### src/rtl/quad_position_tracker_if.sv
// Encoder pins and paddle-position outputs of the quadrature tracker.
// slave = tracker side, master = encoder/consumer side.
interface quad_position_tracker_if #(
    parameter int POS_WIDTH = 6
);
    logic                 enc_a;
    logic                 enc_b;
    logic [POS_WIDTH-1:0] position;
    logic                 step_valid;
    logic                 step_dir;
    logic                 seq_error;

    modport slave (
        input  enc_a,
        input  enc_b,
        output position,
        output step_valid,
        output step_dir,
        output seq_error
    );

    modport master (
        output enc_a,
        output enc_b,
        input  position,
        input  step_valid,
        input  step_dir,
        input  seq_error
    );
endinterface

### src/rtl/quad_position_tracker.sv
// Quadrature encoder front end: sync, debounce, Gray decode, saturating position.
// Optional macro QDEC_X4_EN: every legal quarter step is a full position step.
module quad_position_tracker #(
    parameter int POS_WIDTH  = 6,
    parameter int POS_MAX    = 19,
    parameter int POS_INIT   = 10,
    parameter int TICK_DIV   = 1562,
    parameter int STABLE_CNT = 4
) (
    input  logic clk,
    input  logic reset,
    quad_position_tracker_if.slave bus
);
    localparam int TW = (TICK_DIV > 1) ? $clog2(TICK_DIV) : 1;
    localparam int SW = $clog2(STABLE_CNT + 1);
    localparam logic [TW-1:0] TICK_LAST = TW'(TICK_DIV - 1);
    localparam logic [SW-1:0] STABLE_N  = SW'(STABLE_CNT);
    localparam logic [POS_WIDTH-1:0] PMAX  = POS_WIDTH'(POS_MAX);
    localparam logic [POS_WIDTH-1:0] PINIT = POS_WIDTH'(POS_INIT);

    logic [1:0]           sync_q1;
    logic [1:0]           sync_ab;
    logic [TW-1:0]        tick_cnt;
    logic                 tick;
    logic [1:0]           deb_ab;
    logic [1:0]           cand_ab;
    logic [SW-1:0]        stab_cnt;
    logic [SW-1:0]        stab_nxt;
    logic [1:0]           deb_prev;
    logic                 q_fwd;
    logic                 q_rev;
    logic                 q_err;
    logic                 step_up;
    logic                 step_dn;
    logic [POS_WIDTH-1:0] pos;
    logic                 valid_q;
    logic                 dir_q;
    logic                 err_q;

    // Two-flop synchroniser for the asynchronous encoder pins.
    always_ff @(posedge clk) begin
        if (reset) begin
            sync_q1 <= 2'b00;
            sync_ab <= 2'b00;
        end else begin
            sync_q1 <= {bus.enc_a, bus.enc_b};
            sync_ab <= sync_q1;
        end
    end

    assign tick = (tick_cnt == TICK_LAST);

    // Free-running sample tick divider.
    always_ff @(posedge clk) begin
        if (reset || tick) tick_cnt <= '0;
        else               tick_cnt <= tick_cnt + 1'b1;
    end

    // A new candidate restarts at 1; a repeated one counts on.
    always_comb begin
        stab_nxt = SW'(1);
        if (stab_cnt != '0 && cand_ab == sync_ab)
            stab_nxt = stab_cnt + 1'b1;
    end

    // Debounce: accept a level after STABLE_CNT consecutive ticks.
    always_ff @(posedge clk) begin
        if (reset) begin
            deb_ab   <= 2'b00;
            cand_ab  <= 2'b00;
            stab_cnt <= '0;
        end else if (tick) begin
            if (sync_ab == deb_ab) begin
                stab_cnt <= '0;
            end else if (stab_nxt >= STABLE_N) begin
                deb_ab   <= sync_ab;
                stab_cnt <= '0;
            end else begin
                stab_cnt <= stab_nxt;
                cand_ab  <= sync_ab;
            end
        end
    end

    // Gray decode of the debounced level against its previous value.
    always_comb begin
        q_fwd = 1'b0;
        q_rev = 1'b0;
        q_err = 1'b0;
        if (deb_ab != deb_prev) begin
            if ((deb_ab ^ deb_prev) == 2'b11) begin
                q_err = 1'b1;
            end else begin
                case ({deb_prev, deb_ab})
                    4'b0001, 4'b0111,
                    4'b1110, 4'b1000: q_fwd = 1'b1;
                    default:          q_rev = 1'b1;
                endcase
            end
        end
    end

`ifdef QDEC_X4_EN
    // x4 mode: each legal quarter step is a full step.
    always_comb begin
        step_up = q_fwd;
        step_dn = q_rev;
    end
`else
    logic signed [2:0] acc;
    logic signed [2:0] acc_nxt;

    // Detent accumulator; a reversal only cancels progress.
    always_comb begin
        acc_nxt = acc;
        step_up = 1'b0;
        step_dn = 1'b0;
        if (q_err) begin
            acc_nxt = '0;
        end else if (q_fwd) begin
            if (acc < 3'sd0) begin
                acc_nxt = '0;
            end else if (acc == 3'sd3) begin
                acc_nxt = '0;
                step_up = 1'b1;
            end else begin
                acc_nxt = acc + 3'sd1;
            end
        end else if (q_rev) begin
            if (acc > 3'sd0) begin
                acc_nxt = '0;
            end else if (acc == -3'sd3) begin
                acc_nxt = '0;
                step_dn = 1'b1;
            end else begin
                acc_nxt = acc - 3'sd1;
            end
        end
    end

    // Quarter-step accumulator register.
    always_ff @(posedge clk) begin
        if (reset) acc <= '0;
        else       acc <= acc_nxt;
    end
`endif

    // Saturating position and its event pulses.
    always_ff @(posedge clk) begin
        if (reset) begin
            deb_prev <= 2'b00;
            pos      <= PINIT;
            valid_q  <= 1'b0;
            dir_q    <= 1'b1;
            err_q    <= 1'b0;
        end else begin
            deb_prev <= deb_ab;
            valid_q  <= 1'b0;
            err_q    <= q_err;
            if (step_up && pos < PMAX) begin
                pos     <= pos + 1'b1;
                valid_q <= 1'b1;
                dir_q   <= 1'b1;
            end else if (step_dn && pos != '0) begin
                pos     <= pos - 1'b1;
                valid_q <= 1'b1;
                dir_q   <= 1'b0;
            end
        end
    end

    assign bus.position   = pos;
    assign bus.step_valid = valid_q;
    assign bus.step_dir   = dir_q;
    assign bus.seq_error  = err_q;
endmodule

### src/flat_wrapper.sv
// flat-port wrapper written by rule: the top's interface ports become plain ports
module quad_position_tracker_flat 
#(
    parameter int POS_WIDTH  = 6,
    parameter int POS_MAX    = 19,
    parameter int POS_INIT   = 10,
    parameter int TICK_DIV   = 1562,
    parameter int STABLE_CNT = 4
)
  (clk, reset, bus_enc_a, bus_enc_b, bus_position, bus_step_valid, bus_step_dir, bus_seq_error);
  quad_position_tracker_if #(.POS_WIDTH(POS_WIDTH)) bus_i ();
  input  logic clk;
  input  logic reset;
  input wire logic [$bits(bus_i.enc_a)-1:0] bus_enc_a;
  input wire logic [$bits(bus_i.enc_b)-1:0] bus_enc_b;
  output wire logic [$bits(bus_i.position)-1:0] bus_position;
  output wire logic [$bits(bus_i.step_valid)-1:0] bus_step_valid;
  output wire logic [$bits(bus_i.step_dir)-1:0] bus_step_dir;
  output wire logic [$bits(bus_i.seq_error)-1:0] bus_seq_error;
  assign bus_i.enc_a = bus_enc_a;
  assign bus_i.enc_b = bus_enc_b;
  assign bus_position = bus_i.position;
  assign bus_step_valid = bus_i.step_valid;
  assign bus_step_dir = bus_i.step_dir;
  assign bus_seq_error = bus_i.seq_error;
  quad_position_tracker #(.POS_WIDTH(POS_WIDTH), .POS_MAX(POS_MAX), .POS_INIT(POS_INIT), .TICK_DIV(TICK_DIV), .STABLE_CNT(STABLE_CNT)) u_core (.clk(clk), .reset(reset), .bus(bus_i));
endmodule
### config.mk
export PLATFORM = sky130hd
export DESIGN_NAME = quad_position_tracker_flat
export DESIGN_NICKNAME = d
export VERILOG_FILES = /design/src/rtl/quad_position_tracker_if.sv /design/src/rtl/quad_position_tracker.sv /design/src/flat_wrapper.sv
export SDC_FILE = /design/constraint.sdc
export NUM_CORES = 1
export LEC_CHECK = 0
export ABC_AREA = 0
export BUFFER_PORTS_ARGS = -buffer_cell sky130_fd_sc_hd__buf_2
export CAP_MARGIN = 10
export CELL_PAD_IN_SITES_DETAIL_PLACEMENT = 0
export CELL_PAD_IN_SITES_GLOBAL_PLACEMENT = 2
export CORE_MARGIN = 5
export CORE_UTILIZATION = 30
export CTS_CLUSTER_DIAMETER = 50
export DETAILED_ROUTE_END_ITERATION = 8
export GPL_TIMING_DRIVEN = 0
export PLACE_DENSITY_LB_ADDON = 0.1
export SYNTH_ARGS = -nofsm -noshare
export SYNTH_HDL_FRONTEND = slang
export SYNTH_SLANG_ARGS = --single-unit
### constraint.sdc
create_clock -name clk -period 4.8 [get_ports clk]
set_clock_uncertainty 0.05 [all_clocks]
set_input_delay 0.24 -clock clk [delete_from_list [all_inputs] [get_ports clk]]
set_output_delay 0.24 -clock clk [all_outputs]
set_load 0.03 [all_outputs]
# Yosys cells after proc, flatten, opt, wreduce, memory -nomap -nowiden
# Index checks and enable logic that the tools add are counted.
# Widths: inputs -> output; s select.
[word_totals]
regBits = 36
latchBits = 0
ram_bits = 0
mem_bits_ro = 0
input_bits = 4
out_inout_bits = 9
word_cells = 79
memories = 0
[classes]
add_sub_neg = 6
multipliers = 0
div = 0
n_lt_le_gt_ge = 4
n_eq_ne = 11
n_shift = 0
mux = 30
bitwise = 3
reduce_logical = 13
[op_table]
columns = ["op", "count"]
rows = [
  ["$mux 3", 9],
  ["$mux 1", 19],
  ["$mux 6", 2],
  ["$add 11x1->11 const B", 1],
  ["$eq 11x11->1 const B", 1],
  ["$eq 4x4->1 const B", 2],
  ["$add 6x1->6 const B", 1],
  ["$eq 3x3->1 const B", 2],
  ["$lt 6x5->1 const B", 1],
  ["$reduce_and 3->1", 2],
  ["$reduce_bool 6->1", 1],
  ["$sub 6x1->6 const B", 1],
  ["$eq 2x2->1", 2],
  ["$eq 4x1->1 const B", 1],
  ["$eq 4x3->1 const B", 1],
  ["$reduce_bool 2->1", 2],
  ["$reduce_or 2->1", 2],
  ["$reduce_or 4->1", 1],
  ["$add 3x1->3 const B", 1],
  ["$add 3x2->3 const B", 1],
  ["$ge 3x3->1 const B", 1],
  ["$gt 3x1->1 const B", 1],
  ["$logic_and 1x1->1", 3],
  ["$lt 3x1->1 const B", 1],
  ["7 further kinds", 8],
]

# Depth between registers and ports, before layout
[depth]
depth_word = 11
mapped_depth = 10
depth_no_buf = 10

# Worst setup path after synthesis
# Ideal clock, no wire load.
[synth_path]
path_type = "flip-flop to flip-flop"
from = "register u_core.deb_ab[1]"
to = "register u_core.pos[5], in the netlist u_core.bus.position[5]"
setup_ns = 0.095
arrival_ns = 2.606
required_ns = 4.655
slack_ns = 2.049
stages_incl_launch_ff = 10
path_buffers = 0
period_less_slack_ns = 2.751
cell_sequence = "dfxtp_1 -> xor2_1 -> nor3_1 -> nand4_1 -> ha_1 -> a21oi_1 -> nand2_1 -> a31o_2 -> or4_1 -> o311ai_1"
[synth_between]
elab_chain_cells = 10
elab_cells_between_ends = 25
cone_classes = "eq/ne (6); mux (14); bitwise (1); reduce/logical (4)"
[synth_lines]
columns = ["item", "line_no", "text"]
rows = [
  ["start, declared", "quad_position_tracker.sv:25", "logic [1:0] deb_ab;"],
  ["start signal, assigned", "quad_position_tracker.sv:76", "deb_ab <= sync_ab;"],
  ["$eq 4x1->1 (tied with other cells)", "quad_position_tracker.sv:94", "case ({deb_prev, deb_ab})"],
  ["$reduce_or 4->1", "quad_position_tracker.sv:94", ""],
  ["$mux 1", "quad_position_tracker.sv:94", ""],
  ["$mux 1", "quad_position_tracker.sv:91", "if ((deb_ab ^ deb_prev) == 2'b11) begin"],
  ["$mux 1", "quad_position_tracker.sv:90", "if (deb_ab != deb_prev) begin"],
  ["$mux 1", "quad_position_tracker.sv:129", "end else if (q_rev) begin"],
  ["$mux 1", "quad_position_tracker.sv:120", "end else if (q_fwd) begin"],
  ["$mux 1", "quad_position_tracker.sv:118", "if (q_err) begin"],
  ["$logic_and 1x1->1", "quad_position_tracker.sv:164", "end else if (step_dn && pos != '0) begin"],
  ["$reduce_bool 2->1 (no source line)", "--", ""],
  ["end signal, assigned", "quad_position_tracker.sv:161", "pos <= pos + 1'b1;"],
  ["end signal, assigned", "quad_position_tracker.sv:165", "pos <= pos - 1'b1;"],
  ["end, declared", "quad_position_tracker.sv:35", "logic [POS_WIDTH-1:0] pos;"],
]
# Parallel ways exist; a longest one is shown, timed or not.
# A chain may end at the register's enable or synchronous reset.

# Final worst setup path
# Same ends and word-level chain as after synthesis.

==> qor.txt <==
fin cells -> 284
status -> finished clean
simple-gate area share of the yosys netlist -> 0.208
share of cells above drive strength 1 -> 0.118
io pins -> 13
placed instance count -> 276
Netlist cell types -> 40
Syn Inst Count -> 192
Synth Register Bits -> 36
clk root buf -> clkbuf_8
Synth Area per Inst -> 9.13 um^2
fin. max-slew vios -> 0
worst setup path endpoint -> u_core.bus.position[5]$_SDFFE_PP0P_
Die H -> 86.4 um
GP Congestion -> 0.763
Leakage -> 0.773 nW
Worst-Skew Late Latency -> 0.28 ns
synth warn -> 0
initial antenna violation count -> 0
fin crit share -> 0.677
# clock sinks -> 36
Post CTS Setup Buffer Count -> 0
Clock Pin Slew Worst Setup and Hold Paths -> 0.08 ns
setup_tns -> 0 ns
Setup crit start -> u_core.deb_ab[1]$_SDFFE_PP0P_
Overall Global Routing Usage -> 0.103
worst hold-check path type -> in2reg
Longest Clk Path Bufs -> 2
adder-cell share of the synthesized area -> 0.104
Crit path largest cell delay -> 0.59 ns
main combinational cell family by area after synthesis -> simple AND/OR/NAND/NOR gates
reg2reg setup slack -> 1.55 ns
Worst-Margin Slew -> 0.733 ns
register area share after synthesis -> 0.411
final wirelength -> 3660 um
P&R area growth vs syn -> 13.8%
unrepaired setup endpoints after global routing -> false
largest net degree at the start of global routing -> 15
RR Startpoint -> u_core.deb_ab[1]$_SDFFE_PP0P_
synthesized area -> 0.00175 mm^2
highest-delay cell along the critical path -> nand4_1
Final Setup Violations -> 0
Crit Path Max Fanout -> 14
htree depth -> 2
Required @ worst endpoint -> 4.95 ns
asr flop ratio synth -> 0
CTS tree -> yes
Port Buffers -> 12
max cap viols -> 0
Die Wd -> 86.4 um
die footprint -> 0.00747 mm^2
worst reg2reg endpoint -> u_core.bus.position[5]$_SDFFE_PP0P_
Worst slew margin -> 0.507
WP data arrival -> 3.40 ns
post-route ant nets -> 0
Setup crit start kind -> register
final-stage net count -> 229
top_reg_cell synth -> dfxtp_1
Final HPWL DP -> 2750 um
total CTS buffers -> 5
pwr dens -> 273 mW/mm^2
vias per inst -> 4.85
Wirelength per Cell -> 12.9 um
global-route wire length before repair -> 6100 um
max frequency -> 308 MHz
ANT cells -> 0
CORE AREA -> 0.00561 mm^2
Power Total -> 0.546 mW
post-synthesis mux area share -> 0.0228
clock period minus worst slack -> 3.25 ns
total number of vias -> 1377
CP Class -> reg2reg
Core Rows -> 27
Worst setup EP type -> register
worst vdd ir -> 0.000143 V
Final Hold Viols -> 0
First-pass DRT Iterations -> 4
Initial Util -> 0.313
Residual DRC -> 0
post-synthesis net count -> 210
number of synthesized flops with an enable pin -> 0
vias in the first global route -> 1344
global route overflow -> 0
post-synthesis xor/xnor area fraction -> 0.0949
post-cts sizing count -> 0
Synth Area in Compound Gates -> 0.120
Initial DRC Count -> 32
Hold-fix buffers, CTS -> 0
Cell Chain, Critical Path -> xor2_1, nor3_1, nand4_1, ha_1, a21oi_1, nand2_1, a31o_2, or4_1, o311ai_1
path depth of the worst reg2reg path -> 9
==> placed cells by master (no fill, tap or decap), types with 3 or more instances in the layout <==
cell	Yosys	final
a21oi_1	9	9
dfxtp_1	36	36
nor2b_1	7	7
mux2i_1	4	4
inv_1	12	12
xnor2_1	8	8
nand2_1	8	8
nor3_1	6	6
xor2_1	11	11
buf_2	1	13
clkbuf_1	4	4
or4_1	3	3
or3_1	3	3
nor2_1	22	22
nand4_1	3	3
nand3_1	9	9
clkbuf_8	0	6
o21ai_0	5	5
ha_1	13	13
==> power by group <==
part | total [mW] | switching (mW) | internal (mW)
sequential | 0.305 | 0.00253 | 0.302
clock | 0.224 | 0.110 | 0.115
combinational | 0.0166 | 0.0104 | 0.00625
total | 0.546 | 0.123 | 0.423
==> metrics by stage <==
stage / area [um^2] / utilization / worst slack (ns) / hold slack (ns)
after floorplan: 1750 / - / 2.05 / 0.318
final: 2000 / 0.356 / 1.55 / 0.123
after CTS: 2000 / 0.356 / 1.52 / 0.103
after global routing: 2000 / 0.356 / 1.30 / 0.132
after detailed placement: 1900 / 0.339 / 1.55 / 0.381
after global placement: 1900 / 0.339 / 1.63 / 0.377
==> state kept, by name, indices dropped and copies added (netlist names) <==
signal                 flops
u_core.deb_ab              2
u_core.stab_cnt            3
u_core.bus.step_valid      1
u_core.bus.seq_error       1
u_core.tick_cnt           11
u_core.acc                 3
u_core.bus.position        6
u_core.cand_ab             2
u_core.bus.step_dir        1
u_core.sync_q1             2
u_core.deb_prev            2
u_core.sync_ab             2
==> critical path: cells and delay by family, from the launching register on <==
family / cells / cell delay [ns]
adders and majority gates: 1 / 0.55
AOI/OAI and AO/OA: 3 / 0.52
and+or+nand+nor: 4 / 1.47
DFF: 1 / 0.37
xor gates and xnor gates: 1 / 0.19
==> cells by family (layout without fill, tap and decap cells) <==
group | after synthesis | count (layout)
xor+xnor | 19 | 19
mux | 4 | 4
fa+ha+maj | 14 | 14
simple gates | 71 | 71
buf+inv | 18 | 38
flops | 36 | 36
compound gates | 30 | 30
==> cell type report <==
type / instances / area, um^2
fill: 616 / 3610
timing repair buffer: 12 / 60.1
multi-input combinational: 138 / 963
tap: 72 / 90.1
buffer: 5 / 20.0
inverter: 13 / 48.8
clock buffer: 6 / 82.6
clock inverter: 2 / 10.0
sequential: 36 / 721
==> per-layer routing <==
metal / track usage / wire (um) / vias up / part of all wire
met3: 0.0266 / 139 / 8 / 0.038
met2: 0.176 / 1760 / 22 / 0.48
met1: 0.122 / 1700 / 641 / 0.46
met4: 0.0425 / 63 / 0 / 0.017
li1: - / - / 706 / -
met5: 0 / 0 / - / 0
==> synthesized netlist by cell type (all sizes together) (2+ instances only) <==
library cell | count | share of area
nand2b | 2 | 0.0071
xor2 | 11 | 0.055
or3 | 3 | 0.011
or4 | 3 | 0.013
nand2 | 8 | 0.017
a32oi | 2 | 0.010
a221oi | 3 | 0.019
ha | 13 | 0.093
nor3 | 6 | 0.017
a21o | 2 | 0.0086
and3 | 2 | 0.0071
nor2 | 22 | 0.047
mux2i | 4 | 0.023
clkbuf | 4 | 0.0086
a21oi | 9 | 0.026
nand3 | 9 | 0.026
inv | 13 | 0.028
nor2b | 7 | 0.025
dfxtp | 36 | 0.41
a211o | 2 | 0.010
xnor2 | 8 | 0.040
o21ai | 5 | 0.014
nand4 | 3 | 0.011
==> worst min path at each step <==
| stage | from | to | slack [ns] | cells past startpoint |
|---|---|---|---|---|
| 3_5_place_dp | u_core.sync_q1[0]$_SDFF_PP0_ | u_core.sync_ab[0]$_SDFF_PP0_ | 0.38 | 1 |
| 4_1_cts | bus_enc_b | u_core.sync_q1[0]$_SDFF_PP0_ | 0.10 | 2 |
| 2_1_floorplan | bus_enc_b | u_core.sync_q1[0]$_SDFF_PP0_ | 0.32 | 1 |
| 3_3_place_gp | u_core.sync_q1[1]$_SDFF_PP0_ | u_core.sync_ab[1]$_SDFF_PP0_ | 0.38 | 1 |
| 6_report | bus_enc_b | u_core.sync_q1[0]$_SDFF_PP0_ | 0.12 | 2 |
| 5_1_grt | bus_enc_b | u_core.sync_q1[0]$_SDFF_PP0_ | 0.13 | 2 |
No activity file was read; power rests on OpenSTA's default activity.
